## src/rtl/carry_select_subtractor_pipe.sv

```systemverilog
// carry_select_subtractor_pipe
// Pipelined subtractor computing diff = a - b - bi with borrow-out and signed
// overflow. The operands are split into SLICE-bit carry-select slices; each
// pipeline stage resolves one slice. Both carry-in variants are formed, and
// the borrow registered by the previous stage picks one of them. A borrow
// crossing the whole word therefore moves one stage per cycle. It never forms
// a combinational ripple.
// Ready/valid handshakes on both sides. The whole pipe advances as one unit,
// so bubbles are kept rather than squeezed out.
module carry_select_subtractor_pipe #(
  parameter int WIDTH = 16,
  // WIDTH must be an integer multiple of SLICE, with at least two slices.
  parameter int SLICE = 4
) (
  input  logic             clk,
  input  logic             rst_n,
  input  logic             in_valid,
  output logic             in_ready,
  input  logic [WIDTH-1:0] a,
  input  logic [WIDTH-1:0] b,
  input  logic             bi,
  output logic             out_valid,
  input  logic             out_ready,
  output logic [WIDTH-1:0] diff,
  output logic             bo,
  output logic             ovf
);

  localparam int STAGES = WIDTH / SLICE;
  localparam int UPPER  = WIDTH - SLICE;

  // One slice of a + ~b + c. The MSB of the result is the carry out.
  // A carry out of 1 means "no borrow".
  function automatic logic [SLICE:0] slice_sum(
    input logic [SLICE-1:0] x,
    input logic [SLICE-1:0] y,
    input logic             c
  );
    slice_sum = {1'b0, x} + {1'b0, ~y} + {{SLICE{1'b0}}, c};
  endfunction

  // Carry-select slice: form both carry-in variants, then pick one on the
  // resolved incoming carry.
  function automatic logic [SLICE:0] slice_select(
    input logic [SLICE-1:0] x,
    input logic [SLICE-1:0] y,
    input logic             carry_in
  );
    logic [SLICE:0] sum0;
    logic [SLICE:0] sum1;
    sum0 = slice_sum(x, y, 1'b0);
    sum1 = slice_sum(x, y, 1'b1);
    if (carry_in) begin
      slice_select = sum1;
    end else begin
      slice_select = sum0;
    end
  endfunction

  // Global advance enable shared by every stage.
  logic                adv_s;

  // Per-stage state. Stage STAGES-1 is the output stage.
  logic [STAGES-1:0]   valid_r;
  logic [STAGES-1:0]   borrow_r;
  logic                ovf_r;
  // Partial result. New slices enter at the top and older slices shift down.
  // After the last stage the word is complete and aligned.
  logic [WIDTH-1:0]    res_r     [STAGES];
  // Operand bits not yet consumed. The next slice to use is at the bottom.
  logic [WIDTH-1:0]    a_rem_r   [STAGES-1];
  logic [WIDTH-1:0]    b_rem_r   [STAGES-1];

  // Next-state values.
  logic [STAGES-1:0]   valid_nx_s;
  logic [STAGES-1:0]   borrow_nx_s;
  logic                ovf_nx_s;
  logic [WIDTH-1:0]    res_nx_s   [STAGES];
  logic [WIDTH-1:0]    a_rem_nx_s [STAGES-1];
  logic [WIDTH-1:0]    b_rem_nx_s [STAGES-1];
  logic [SLICE:0]      pick_s     [STAGES];

  assign adv_s     = !valid_r[STAGES-1] || out_ready;
  assign in_ready  = adv_s;
  assign out_valid = valid_r[STAGES-1];
  assign diff      = res_r[STAGES-1];
  assign bo        = borrow_r[STAGES-1];
  assign ovf       = ovf_r;

  // Per-stage slice evaluation and operand/result shifting.
  always_comb begin
    valid_nx_s  = {STAGES{1'b0}};
    borrow_nx_s = {STAGES{1'b0}};
    ovf_nx_s    = 1'b0;
    for (int k = 0; k < STAGES; k++) begin
      res_nx_s[k] = {WIDTH{1'b0}};
      pick_s[k]   = {(SLICE+1){1'b0}};
    end
    for (int k = 0; k < STAGES - 1; k++) begin
      a_rem_nx_s[k] = {WIDTH{1'b0}};
      b_rem_nx_s[k] = {WIDTH{1'b0}};
    end

    // Stage 0 works on the port operands. Its carry-in is the inverted
    // borrow-in.
    pick_s[0]      = slice_select(a[SLICE-1:0], b[SLICE-1:0], !bi);
    borrow_nx_s[0] = !pick_s[0][SLICE];
    res_nx_s[0]    = {pick_s[0][SLICE-1:0], {UPPER{1'b0}}};
    a_rem_nx_s[0]  = {{SLICE{1'b0}}, a[WIDTH-1:SLICE]};
    b_rem_nx_s[0]  = {{SLICE{1'b0}}, b[WIDTH-1:SLICE]};
    valid_nx_s[0]  = in_valid && adv_s;

    // Later stages pick their slice on the borrow registered by the
    // previous stage.
    for (int k = 1; k < STAGES; k++) begin
      pick_s[k]      = slice_select(a_rem_r[k-1][SLICE-1:0],
                                    b_rem_r[k-1][SLICE-1:0],
                                    !borrow_r[k-1]);
      borrow_nx_s[k] = !pick_s[k][SLICE];
      res_nx_s[k]    = {pick_s[k][SLICE-1:0], res_r[k-1][WIDTH-1:SLICE]};
      valid_nx_s[k]  = valid_r[k-1];
    end

    // Only stages that feed another stage keep leftover operand bits.
    for (int k = 1; k < STAGES - 1; k++) begin
      a_rem_nx_s[k] = {{SLICE{1'b0}}, a_rem_r[k-1][WIDTH-1:SLICE]};
      b_rem_nx_s[k] = {{SLICE{1'b0}}, b_rem_r[k-1][WIDTH-1:SLICE]};
    end

    // The top slice holds the operand sign bits. Signed overflow is decided
    // there, together with the sign of the result.
    ovf_nx_s = (a_rem_r[STAGES-2][SLICE-1] != b_rem_r[STAGES-2][SLICE-1]) &&
               (pick_s[STAGES-1][SLICE-1] != a_rem_r[STAGES-2][SLICE-1]);
  end

  // Pipeline registers: cleared asynchronously, all stages advance together.
  always_ff @(posedge clk or negedge rst_n) begin
    if (!rst_n) begin
      valid_r  <= {STAGES{1'b0}};
      borrow_r <= {STAGES{1'b0}};
      ovf_r    <= 1'b0;
      for (int k = 0; k < STAGES; k++) begin
        res_r[k] <= {WIDTH{1'b0}};
      end
      for (int k = 0; k < STAGES - 1; k++) begin
        a_rem_r[k] <= {WIDTH{1'b0}};
        b_rem_r[k] <= {WIDTH{1'b0}};
      end
    end else if (adv_s) begin
      valid_r  <= valid_nx_s;
      borrow_r <= borrow_nx_s;
      ovf_r    <= ovf_nx_s;
      for (int k = 0; k < STAGES; k++) begin
        res_r[k] <= res_nx_s[k];
      end
      for (int k = 0; k < STAGES - 1; k++) begin
        a_rem_r[k] <= a_rem_nx_s[k];
        b_rem_r[k] <= b_rem_nx_s[k];
      end
    end
  end

endmodule

```

## config.mk

```make
export PLATFORM = sky130hd
export DESIGN_NAME = carry_select_subtractor_pipe
export DESIGN_NICKNAME = d
export VERILOG_FILES = /design/src/rtl/carry_select_subtractor_pipe.sv
export SDC_FILE = /design/constraint.sdc
export NUM_CORES = 1
export LEC_CHECK = 0
export BUFFER_PORTS_ARGS = -buffer_cell sky130_fd_sc_hd__buf_2
export CAP_MARGIN = 5
export CORE_ASPECT_RATIO = 0.75
export CORE_MARGIN = 4
export CORE_UTILIZATION = 59
export CTS_CLUSTER_DIAMETER = 100
export DETAILED_ROUTE_END_ITERATION = 10
export PLACE_DENSITY = 0.79
export SYNTH_ARGS = -nofsm -noshare
export SYNTH_HDL_FRONTEND = slang
export SYNTH_SLANG_ARGS = --single-unit
```

## constraint.sdc

```tcl
create_clock -name clk -period 5.9 [get_ports clk]
set_input_delay 0 -clock clk [delete_from_list [all_inputs] [get_ports clk]]
set_output_delay 0 -clock clk [all_outputs]
set_load 0.03 [all_outputs]
```

==> metrics <==
setup slack, reg-to-reg 3.24 ns; Sw Share 0.414; critical path, cell by cell nor2b_4 > buf_4 > inv_2 > buf_4 > o221ai_1 > o211ai_1; row cnt 27; Final Non-Filler Cells 684; DRC viols 0; Setup TNS 0 ns; Final GP Congestion 0.826; Clock Sinks 97; Psw 0.00118 W; count of cell types in the netlist 39; dpl cells 642; Initial Utilization 0.616; # hold bufs at CTS 26; fmax 375 MHz; DRT Pass-1 Iters 4; worst hold-check path type in2reg; VDD IR max 420 uV; P_leak 2.82 nW; critical path class reg2reg; die area 0.00929 mm2; Iter 0 DRT Violations 138; Least-Margin Pin Slew 0.878 ns; Post-DP HPWL 5.64 mm; Resized Gates After CTS 0; die span in y 84.5 um; CTS H-tree depth 3; RSZ-0062 raised after global routing false; top-level I/O count 57; Crit Path Max Fanout 91; total core area 0.00747 mm2; worst r2r src valid_r[3]; Max Cap Violations 0; outcome complete, no violations; area grow syn2layout 17.5%; Final Max Slew Viols 0; Ys Warns 0; Critical Path Start Type register; WHS 0.00740 ns; synthesized area 0.00460 mm2; final WL 8.50 mm; period utilization 0.451; CTS max path bufs 2; most common cell after layout, fill and taps aside nand2_1; Finish-stage setup viols 0; # port buffers 56; first-pass GRT wire length 14.9 mm; GRT Util Overall 0.202; CP Buf/Inv Count 3; crit-path max cell delay 0.63 ns; commonest non-fill, non-tap cells in the layout 212 x nand2_1, 97 x dfrtp_1, 55 x buf_2, 26 x inv_1, 26 x dlygate4sd3_1; R2R Path End borrow_r[2]; Wirelength per Cell 12.4 um; Syn Nets 564; #FFs+latches synth 97; Slowest-stage cell, CP buf_4; crit-path leading delay family buffers and inverters; largest net degree at the start of global routing 92; CTS root buffer clkbuf_8; Crit. path cell count 6; Clk pwr share 0.141; Power Dens Cells 526 mW/mm2; clk_lat worst skew 0.37 ns; vias in the first global route 3423; die width 110 um; # diodes 0; Layout Skew 0.00842 ns; NumNets Final 639; path depth of the worst reg2reg path 6; Syn Inst Count 503; routed vias/inst 5.07; Comb power frac 0.468; antenna violations before repair 0; Routed Antenna Nets 0; layout cell share with drive strength beyond 1 0.141; Fin. Hold Viols 0; via count 3470; critical path's most frequent cell buf_4; post-synthesis sequential area ratio 0.528; Crit. End Element register; Sequential Power Share 0.391; Num CTS Buffers 9; slew margin rel. 0.415; Worst-path clk slew 0.09 ns; syn avg cell area 9.14 um2; crit path to borrow_r[2]; CTS tree done; crit path from valid_r[3]; postcts setup bufs 0; fill cell count 577; Worst EP required 6.18 ns; min cycle time layout 2.66 ns; P_int 0.00167 W; GR Overflow Total 0; Arrival @ worst endpoint 2.95 ns
## cell families after synthesis
family	synth area share
flops	0.528
buf+inv	0.0397
compound gates	0.0792
xor+xnor	0.0307
simple gates	0.240
mux	0.0112
fa+ha+maj	0.0718
## Yosys cell counts (all sizes together)
cell / n / area (um2)
nand2b: 6 / 37.5
fa: 4 / 80.1
nor4b: 3 / 26.3
nor2b: 4 / 25.0
o221ai: 3 / 26.3
o211ai: 6 / 45.0
and4b: 3 / 30.0
inv: 27 / 101
mux2: 1 / 11.3
nand3b: 3 / 22.5
nand2: 212 / 796
a2111oi: 3 / 26.3
or2: 4 / 25.0
dfrtp: 97 / 2430
a21o: 2 / 16.3
mux2i: 4 / 40.0
nor3: 1 / 5.00
buf: 6 / 25.0
a21boi: 4 / 30.0
xor2: 7 / 61.3
a211oi: 1 / 7.51
xnor2: 4 / 35.0
o21a: 3 / 22.5
o21ai: 22 / 110
o31ai: 1 / 7.51
and3b: 6 / 52.6
clkbuf: 15 / 56.3
a21oi: 11 / 55.1
o31a: 2 / 17.5
nor4: 4 / 25.0
nor2: 5 / 18.8
or3: 3 / 18.8
ha: 20 / 250
xnor3: 2 / 45.0
nand3: 4 / 20.0
## power by group through the flow
stage | sequential (W) | combinational (W) | clock [W]
6_report | 0.00111 | 0.00133 | 0.000401
5_1_grt | 0.00115 | 0.00151 | 0.000442
4_1_cts | 0.00111 | 0.00134 | 0.000415
3_5_place_dp | 0.00113 | 0.00132 | 0
3_3_place_gp | 0.00112 | 0.00126 | 0
2_1_floorplan | 0.00122 | 0.000905 | 0
## sequential cells by signal (all words and copies together), names as in the netlist
register / count
res_nx_s: 24
a_rem_r: 12
b_rem_r: 12
ovf: 1
diff: 16
valid_r: 4
borrow_r: 4
a_rem_nx_s: 12
b_rem_nx_s: 12
## metrics by stage
step	util	setup WS [ns]	power [W]	instance area, um2
after floorplan	-	3.70	0.00212	4600
after global placement	0.664	3.37	0.00238	4960
after detailed placement	0.664	3.25	0.00245	4960
after CTS	0.724	3.22	0.00287	5400
after global routing	0.724	3.00	0.00310	5400
final	0.724	3.24	0.00284	5400
## how the worst min path moves through the flow
stage / startpoint / end / cells past startpoint
after CTS: bi / res_nx_s[41] / 3
final: bi / res_nx_s[41] / 3
after floorplan: rst_n / a_rem_nx_s[0] / 0
after global routing: bi / res_nx_s[40] / 3
after detailed placement: rst_n / diff[6] / 1
after global placement: rst_n / diff[2] / 1
## routing by layer
metal,routed length [um],track usage,part of all wire
met5,0,0,0
met4,85,0.0396,0.010
met3,384,0.0646,0.045
met2,3940,0.327,0.46
met1,4090,0.268,0.48
## cell type report
| class | instances | area [um2] | area share |
|---|---|---|---|
| Multi-Input combinational cell | 358 | 2000 | 0.370 |
| Sequential cell | 97 | 2430 | 0.449 |
| Timing Repair Buffer | 85 | 566 | 0.105 |
| Clock buffer | 9 | 124 | 0.0229 |
| Clock inverter | 7 | 62.6 | 0.0116 |
| Inverter | 27 | 101 | 0.0188 |
| Tap cell | 101 | 126 | 0.0234 |
## worst reg2reg max path, cell delays in order, from the launching register on
cell and delay (ns):
dfrtp_1 0.39, nor2b_4 0.12, buf_4 0.36, inv_2 0.67
buf_4 0.64, o221ai_1 0.26, o211ai_1 0.15
Note: power is estimated with default switching activity, not from simulation.
